===== config.mk =====
export PLATFORM = sky130hd
export DESIGN_NAME = chroma_keyer
export DESIGN_NICKNAME = d
export VERILOG_FILES = /design/src/rtl/chroma_keyer_pkg.sv /design/src/rtl/chroma_keyer_key_compare.sv /design/src/rtl/chroma_keyer.sv
export SDC_FILE = /design/constraint.sdc
export NUM_CORES = 1
export LEC_CHECK = 0
export BUFFER_PORTS_ARGS = -buffer_cell sky130_fd_sc_hd__buf_2
export CORE_MARGIN = 2
export CORE_UTILIZATION = 40
export CTS_CLUSTER_SIZE = 14
export DETAILED_ROUTE_END_ITERATION = 16
export PLACE_DENSITY = 0.63
export SLEW_MARGIN = 30
export SYNTH_ARGS = -nofsm -noshare
export SYNTH_HDL_FRONTEND = slang
export SYNTH_SLANG_ARGS = --single-unit
export TNS_END_PERCENT = 10

===== constraint.sdc =====
create_clock -name iCLK -period 3.41 [get_ports iCLK]
set_input_delay 1.023 -clock iCLK [delete_from_list [all_inputs] [get_ports iCLK]]
set_output_delay 1.023 -clock iCLK [all_outputs]
set_load 0.01 [all_outputs]

===== src/rtl/chroma_keyer_pkg.sv =====
// Shared definitions for the chroma keyer: default widths and frame FSM encoding.
package chroma_keyer_pkg;

    localparam int DW_DEFAULT = 12;
    localparam int CW_DEFAULT = 20;

    typedef enum logic [1:0] {
        WAIT_SOF = 2'd0,
        IN_FRAME = 2'd1,
        EOF      = 2'd2
    } frame_state_t;

endpackage


===== src/rtl/chroma_keyer_key_compare.sv =====
// Two-stage green-dominance compare and background mux.
// Stage 1 registers pixel and widened sums; stage 2 registers decision and output.
module key_compare
    import chroma_keyer_pkg::*;
#(
    parameter int DW = DW_DEFAULT
) (
    input  logic          clk_i,
    input  logic          rst_n_i,
    input  logic [DW-1:0] red_i,
    input  logic [DW-1:0] green_i,
    input  logic [DW-1:0] blue_i,
    input  logic          valid_i,
    input  logic          frame_i,
    input  logic [DW-1:0] thr_i,
    input  logic          key_en_i,
    input  logic [DW-1:0] bg_red_i,
    input  logic [DW-1:0] bg_green_i,
    input  logic [DW-1:0] bg_blue_i,
    output logic [DW-1:0] red_o,
    output logic [DW-1:0] green_o,
    output logic [DW-1:0] blue_o,
    output logic          valid_o,
    output logic          mask_o,
    output logic          frame_o
);

    logic [3*DW-1:0] pix_in;
    logic [3*DW-1:0] bg_in;
    logic [3*DW-1:0] pix_s1;
    logic [3*DW-1:0] pix_out;
    logic [DW:0]     rt_q;
    logic [DW:0]     bt_q;
    logic            valid_q;
    logic            frame_q;
    logic            valid2_q;
    logic            mask_q;
    logic            frame2_q;
    logic            key_hit;

    assign pix_in = {blue_i, green_i, red_i};
    assign bg_in  = {bg_blue_i, bg_green_i, bg_red_i};

    // Sums are one bit wider than the components so R+T and B+T never wrap.
    always_ff @(posedge clk_i or negedge rst_n_i) begin
        if (!rst_n_i) begin
            rt_q     <= '0;
            bt_q     <= '0;
            valid_q  <= 1'b0;
            frame_q  <= 1'b0;
            valid2_q <= 1'b0;
            mask_q   <= 1'b0;
            frame2_q <= 1'b0;
        end else begin
            rt_q     <= {1'b0, red_i} + {1'b0, thr_i};
            bt_q     <= {1'b0, blue_i} + {1'b0, thr_i};
            valid_q  <= valid_i;
            frame_q  <= frame_i;
            valid2_q <= valid_q;
            frame2_q <= frame_q;
            if (valid_q) begin
                mask_q <= key_hit;
            end
        end
    end

    assign key_hit = key_en_i
                   && ({1'b0, pix_s1[DW +: DW]} > rt_q)
                   && ({1'b0, pix_s1[DW +: DW]} > bt_q);

    for (genvar gi = 0; gi < 3; gi++) begin : g_chan
        logic [DW-1:0] pix_q;
        logic [DW-1:0] out_q;

        always_ff @(posedge clk_i or negedge rst_n_i) begin
            if (!rst_n_i) begin
                pix_q <= '0;
                out_q <= '0;
            end else begin
                pix_q <= pix_in[gi*DW +: DW];
                if (valid_q) begin
                    out_q <= key_hit ? bg_in[gi*DW +: DW] : pix_q;
                end
            end
        end

        assign pix_s1[gi*DW +: DW]  = pix_q;
        assign pix_out[gi*DW +: DW] = out_q;
    end

    assign red_o   = pix_out[0 +: DW];
    assign green_o = pix_out[DW +: DW];
    assign blue_o  = pix_out[2*DW +: DW];
    assign valid_o = valid2_q;
    assign mask_o  = mask_q;
    assign frame_o = frame2_q;

endmodule


===== src/rtl/chroma_keyer.sv =====
// Chroma keyer top: per-frame configuration latch, frame FSM and keyed-pixel
// counter around the key_compare datapath.
module chroma_keyer
    import chroma_keyer_pkg::*;
#(
    parameter int DW = DW_DEFAULT,
    parameter int CW = CW_DEFAULT
) (
    input  logic          iCLK,
    input  logic          iRST_N,
    input  logic [DW-1:0] iRed,
    input  logic [DW-1:0] iGreen,
    input  logic [DW-1:0] iBlue,
    input  logic          iDataValid,
    input  logic          iFrameValid,
    input  logic          iKeyEnable,
    input  logic [DW-1:0] iThreshold,
    input  logic [DW-1:0] iBgRed,
    input  logic [DW-1:0] iBgGreen,
    input  logic [DW-1:0] iBgBlue,
    output logic [DW-1:0] oRed,
    output logic [DW-1:0] oGreen,
    output logic [DW-1:0] oBlue,
    output logic          oDataValid,
    output logic          oKeyMask,
    output logic [CW-1:0] oKeyCount,
    output logic          oCountValid
);

    frame_state_t  state_q, state_d;
    logic          fv_prev_q;
    logic          sof_pend_q, sof_pend_d;
    logic          act_en_q, act_en_d;
    logic [DW-1:0] act_thr_q, act_thr_d;
    logic [DW-1:0] act_bg_r_q, act_bg_r_d;
    logic [DW-1:0] act_bg_g_q, act_bg_g_d;
    logic [DW-1:0] act_bg_b_q, act_bg_b_d;
    logic [CW-1:0] cnt_q, cnt_d;
    logic [CW-1:0] key_count_q, key_count_d;
    logic          count_valid_q, count_valid_d;
    logic          s2_frame;
    logic          s2_frame_prev_q;
    logic          fv_rise;
    logic          s2_fall;

    assign fv_rise = iFrameValid & ~fv_prev_q;
    assign s2_fall = s2_frame_prev_q & ~s2_frame;

    // Stage 1 sees act_thr_d so the first pixel of a frame already uses the
    // threshold captured at its own SOF edge.
    key_compare #(.DW(DW)) u_key_compare (
        .clk_i      (iCLK),
        .rst_n_i    (iRST_N),
        .red_i      (iRed),
        .green_i    (iGreen),
        .blue_i     (iBlue),
        .valid_i    (iDataValid),
        .frame_i    (iFrameValid),
        .thr_i      (act_thr_d),
        .key_en_i   (act_en_q),
        .bg_red_i   (act_bg_r_q),
        .bg_green_i (act_bg_g_q),
        .bg_blue_i  (act_bg_b_q),
        .red_o      (oRed),
        .green_o    (oGreen),
        .blue_o     (oBlue),
        .valid_o    (oDataValid),
        .mask_o     (oKeyMask),
        .frame_o    (s2_frame)
    );

    always_comb begin
        state_d       = state_q;
        sof_pend_d    = sof_pend_q;
        act_en_d      = act_en_q;
        act_thr_d     = act_thr_q;
        act_bg_r_d    = act_bg_r_q;
        act_bg_g_d    = act_bg_g_q;
        act_bg_b_d    = act_bg_b_q;
        cnt_d         = cnt_q;
        key_count_d   = key_count_q;
        count_valid_d = 1'b0;
        case (state_q)
            WAIT_SOF: begin
                if (fv_rise || sof_pend_q) begin
                    act_en_d   = iKeyEnable;
                    act_thr_d  = iThreshold;
                    act_bg_r_d = iBgRed;
                    act_bg_g_d = iBgGreen;
                    act_bg_b_d = iBgBlue;
                    cnt_d      = '0;
                    sof_pend_d = 1'b0;
                    state_d    = IN_FRAME;
                end
            end
            IN_FRAME: begin
                if (oDataValid && oKeyMask && s2_frame && (cnt_q != {CW{1'b1}})) begin
                    cnt_d = cnt_q + CW'(1);
                end
                if (s2_fall) begin
                    state_d = EOF;
                end
                if (fv_rise) begin
                    sof_pend_d = 1'b1;
                end
            end
            EOF: begin
                key_count_d   = cnt_q;
                count_valid_d = 1'b1;
                state_d       = WAIT_SOF;
                // A new frame starting right now is picked up from WAIT_SOF next cycle.
                if (fv_rise) begin
                    sof_pend_d = 1'b1;
                end
            end
            default: begin
                state_d = WAIT_SOF;
            end
        endcase
    end

    // fv_prev_q resets high so a frame already running at reset release is
    // not mistaken for a start of frame and is never counted.
    always_ff @(posedge iCLK or negedge iRST_N) begin
        if (!iRST_N) begin
            state_q         <= WAIT_SOF;
            fv_prev_q       <= 1'b1;
            sof_pend_q      <= 1'b0;
            act_en_q        <= 1'b0;
            act_thr_q       <= '0;
            act_bg_r_q      <= '0;
            act_bg_g_q      <= '0;
            act_bg_b_q      <= '0;
            cnt_q           <= '0;
            key_count_q     <= '0;
            count_valid_q   <= 1'b0;
            s2_frame_prev_q <= 1'b0;
        end else begin
            state_q         <= state_d;
            fv_prev_q       <= iFrameValid;
            sof_pend_q      <= sof_pend_d;
            act_en_q        <= act_en_d;
            act_thr_q       <= act_thr_d;
            act_bg_r_q      <= act_bg_r_d;
            act_bg_g_q      <= act_bg_g_d;
            act_bg_b_q      <= act_bg_b_d;
            cnt_q           <= cnt_d;
            key_count_q     <= key_count_d;
            count_valid_q   <= count_valid_d;
            s2_frame_prev_q <= s2_frame;
        end
    end

    assign oKeyCount   = key_count_q;
    assign oCountValid = count_valid_q;

endmodule


==> results.sh <==
export IMPL_crit_type="in2reg"
export IMPL_synth_edff_count=0
export IMPL_p_leak_nw=5.06
export IMPL_io_pin_count=148
export IMPL_p_int_w=0.00572
export IMPL_pwr_share_seq_pct=36.8
export IMPL_port_buffers=147
export IMPL_wl_mm=21.5
export IMPL_synth_main_ff_cell="dfrtp_1"
export IMPL_rsz0062_at_grt="false"
export IMPL_syn_area_mm2=0.00897
export IMPL_finalHoldViolCount=0
export IMPL_start_util_pct=41.0
export IMPL_postRouteAntennaNets=0
export IMPL_hp_start="u_key_compare.frame_q$_DFF_PN0_"
export IMPL_grt_max_degree=72
export IMPL_dieArea_mm2=0.0236
export IMPL_grt_usage_pct=18.6
export IMPL_fin_area_mm2=0.0108
export IMPL_power_density_mw_per_mm2=826
export IMPL_crit_path_max_fanout=4
export IMPL_syn_to_final_growth_pct=20.6
export IMPL_synth_nets=912
export IMPL_crit_path_top_delay_cell="mux2_4"
export IMPL_crit_arrival_ns=3.55
export IMPL_yosysWarnings=0
export IMPL_tightest_slew_ns=0.820
export IMPL_vias=6252
export IMPL_routabilityCongestion=0.854
export IMPL_critPathCaptureType="flop"
export IMPL_crit_start="iFrameValid"
export IMPL_cts_tree="built"
export IMPL_crit_buf_inv=2
export IMPL_fin_nets=1082
export IMPL_num_antenna_cells=0
export IMPL_first_pass_iters=4
export IMPL_p_comb_share_pct=41.3
export IMPL_drtIter0Drc=327
export IMPL_slew_violations=0
export IMPL_slowest_delay_ns=0.37
export IMPL_grt_pass1_vias=6213
export IMPL_antenna_found_initial=0
export IMPL_die_y_um=154
export IMPL_overflow=0
export IMPL_synth_cells=768
export IMPL_clock_latency_ns=0.44
export IMPL_ctsHoldBuffers=0
export IMPL_min_path_type="reg2reg"
export IMPL_timing_final_crit_share_pct=94.4
export IMPL_vdd_drop_max_mv=0.399
export IMPL_path_delay_family="compound AO/OA/AOI/OAI gates"
export IMPL_placed_cell_area_mm2=0.0102
export IMPL_finalSetupViolations=0
export IMPL_cts_buffers=17
export IMPL_rows=54
export IMPL_swShare_pct=36.0
export IMPL_grt_pass1_wl_mm=34.4
export IMPL_yosysSeqAreaShare_pct=55.3
export IMPL_power_switching_w=0.00322
export IMPL_post_cts_buffers=0
export IMPL_synthArstFlopShare_pct=100
export IMPL_route_detailed_drc=0
export IMPL_clock_power_share_pct=21.9
export IMPL_cts_root_buffer="clkbuf_16"
export IMPL_hpwl_mm=16.0
export IMPL_die_w_um=154
export IMPL_routedWlPerCell_um=17.5
export IMPL_max_freq_ghz=0.311
export IMPL_ys_types=57
export IMPL_avgSynthCellArea_um2=11.7
export IMPL_relSlewSlack_pct=45.0
export IMPL_drive_above_1_share_pct=33.3
export IMPL_ys_ff_latch=198
export IMPL_whs_ns=0.349
export IMPL_reg2reg_from="fv_prev_q$_DFF_PN1_"
export IMPL_cts_max_path_buffers=2
export IMPL_setup_ws_ns=0.190
export IMPL_cp_start_kind="input port"
export IMPL_max_cap_violations=0
export IMPL_via_per_inst=5.08
export IMPL_clock_sinks=198
export IMPL_layout_common_cells="dfrtp_1 (196), buf_2 (146), mux2_2 (68)"
export IMPL_post_cts_resized=0
export IMPL_status="complete, no violations"
export IMPL_required_ns=3.74
export IMPL_clkTransAtPathRegs_ns=0.07
export IMPL_coreArea_mm2=0.0219
export IMPL_cts_max_level=4
export IMPL_pre_cts_ws_ns=-0.255
export IMPL_min_period_ns=3.22
export IMPL_cp_cell_sequence="buf_2 -> nand2b_1 -> and2_1 -> nand2b_2 -> mux2_4 -> ha_1 -> inv_1 -> fa_1 -> nor2b_1 -> o21ai_0 -> a21boi_0 -> o21ai_1 -> a21oi_1 -> a31o_2"
export IMPL_fin_skew_ns=0.0115
export IMPL_final_common_cell="dfrtp_1"
-- cell families after synthesis --
group	after synthesis	synth area share, %
xor gates and xnor gates	33	3.22
adders and majority gates	55	7.84
DFF	198	55.3
and+or+nand+nor	195	11.0
muxes	69	8.66
buffers and inverters	72	3.64
AOI/OAI and AO/OA	146	10.4
-- path summary, 6_finish.rpt --
kind / end / cells past startpoint / slack (ns)
min reg2reg: u_key_compare.frame_o$_DFF_PN0_ / 0 / 0.35
max: u_key_compare.bt_q[12]$_DFF_PN0_ / 14 / 0.19
min: u_key_compare.frame_o$_DFF_PN0_ / 0 / 0.35
min in group asynchronous: cnt_q[6]$_DFFE_PN0P_ / 1 / 0.58
max in group asynchronous: u_key_compare.g_chan[1].pix_q[11]$_DFF_PN0_ / 2 / 2.02
max reg2reg: u_key_compare.bt_q[12]$_DFF_PN0_ / 13 / 0.40
-- power groups by stage --
stage | Sequential, W | Clock, W | Combinational [W]
2_1_floorplan | 0.00327 | 0 | 0.00258
3_3_place_gp | 0.00332 | 0 | 0.00362
3_5_place_dp | 0.00332 | 0 | 0.00373
4_1_cts | 0.00328 | 0.00202 | 0.00374
5_1_grt | 0.00336 | 0.00212 | 0.00413
6_report | 0.00329 | 0.00196 | 0.00369
-- through the flow --
step | power, W | TNS [ns] | util, % | instances
floorplan | 0.00585 | -0.168 | - | 768
global placement | 0.00694 | -1.75 | 46.8 | 1199
detailed placement | 0.00705 | -2.26 | 46.8 | 1199
CTS | 0.00904 | 0 | 49.4 | 1231
global route | 0.00961 | 0 | 49.4 | 1231
finish | 0.00894 | 0 | 49.4 | 1231
-- cells in the mapped netlist (2+ instances only) --
master | n | area (um2)
nor2_1 | 66 | 248
and3_1 | 11 | 68.8
o211a_1 | 2 | 20.0
and4b_1 | 2 | 20.0
o21ai_1 | 5 | 25.0
nor4_2 | 4 | 50.1
a211oi_1 | 2 | 15.0
nor2b_1 | 5 | 31.3
dfrtp_1 | 197 | 4930
xor2_1 | 4 | 35.0
nor3_1 | 15 | 75.1
ha_1 | 53 | 663
xnor2_1 | 29 | 254
buf_2 | 11 | 55.1
buf_4 | 5 | 37.5
o211ai_1 | 2 | 15.0
a21o_1 | 8 | 60.1
nand2_1 | 20 | 75.1
o21a_1 | 3 | 22.5
mux2_2 | 69 | 777
buf_6 | 3 | 33.8
and4_4 | 2 | 22.5
o21ai_0 | 48 | 240
a31o_2 | 5 | 43.8
inv_1 | 38 | 143
clkbuf_1 | 13 | 48.8
and2_1 | 2 | 12.5
a31oi_1 | 36 | 225
a21boi_0 | 3 | 22.5
nand4_1 | 5 | 31.3
fa_1 | 2 | 40.0
a21oi_1 | 19 | 95.1
nand3_1 | 50 | 250
nand2b_1 | 5 | 31.3
o31a_1 | 2 | 17.5
-- state kept, by name, indices dropped and copies added, names as in the netlist --
| register | count |
|---|---|
| u_key_compare.g_chan.pix_q | 36 |
| cnt_q | 20 |
| oKeyCount | 20 |
| u_key_compare.bt_q | 13 |
| u_key_compare.rt_q | 13 |
| act_bg_b_q | 12 |
| act_bg_g_q | 12 |
| act_bg_r_q | 12 |
| act_thr_q | 12 |
| u_key_compare.blue_o | 12 |
| u_key_compare.green_o | 12 |
| u_key_compare.red_o | 12 |
| state_q | 2 |
| act_en_q | 1 |
| fv_prev_q | 1 |
| oCountValid | 1 |
| s2_frame_prev_q | 1 |
| sof_pend_q | 1 |
| u_key_compare.frame_o | 1 |
| u_key_compare.frame_q | 1 |
| u_key_compare.mask_o | 1 |
| u_key_compare.valid_o | 1 |
| u_key_compare.valid_q | 1 |
-- area by class of cell --
cell class / instances / area (um2)
multi-input cells: 498 / 3730
well taps: 280 / 350
inverters: 39 / 146
clock inverters: 15 / 143
clock buffers: 17 / 425
fillers: 2015 / 11100
flip-flops and latches: 198 / 4960
repair buffers: 184 / 1070
-- metal layers --
metal,GRT usage [%],up-vias,routed length [um]
met5,0,-,0
met4,5.59,0,365
met3,3.92,24,823
met2,28.5,135,9620
met1,26.9,3043,10700
li1,-,3050,-
-- worst register-to-register path: cells and delay by family, from the launching register on --
family	cells	cell delay (ns)
AOI/OAI and AO/OA	5	1.01
adders and majority gates	2	0.40
buffers and inverters	1	0.07
DFF	1	0.51
muxes	1	0.36
and+or+nand+nor	4	0.56
No activity file was read; power rests on OpenSTA's default activity.
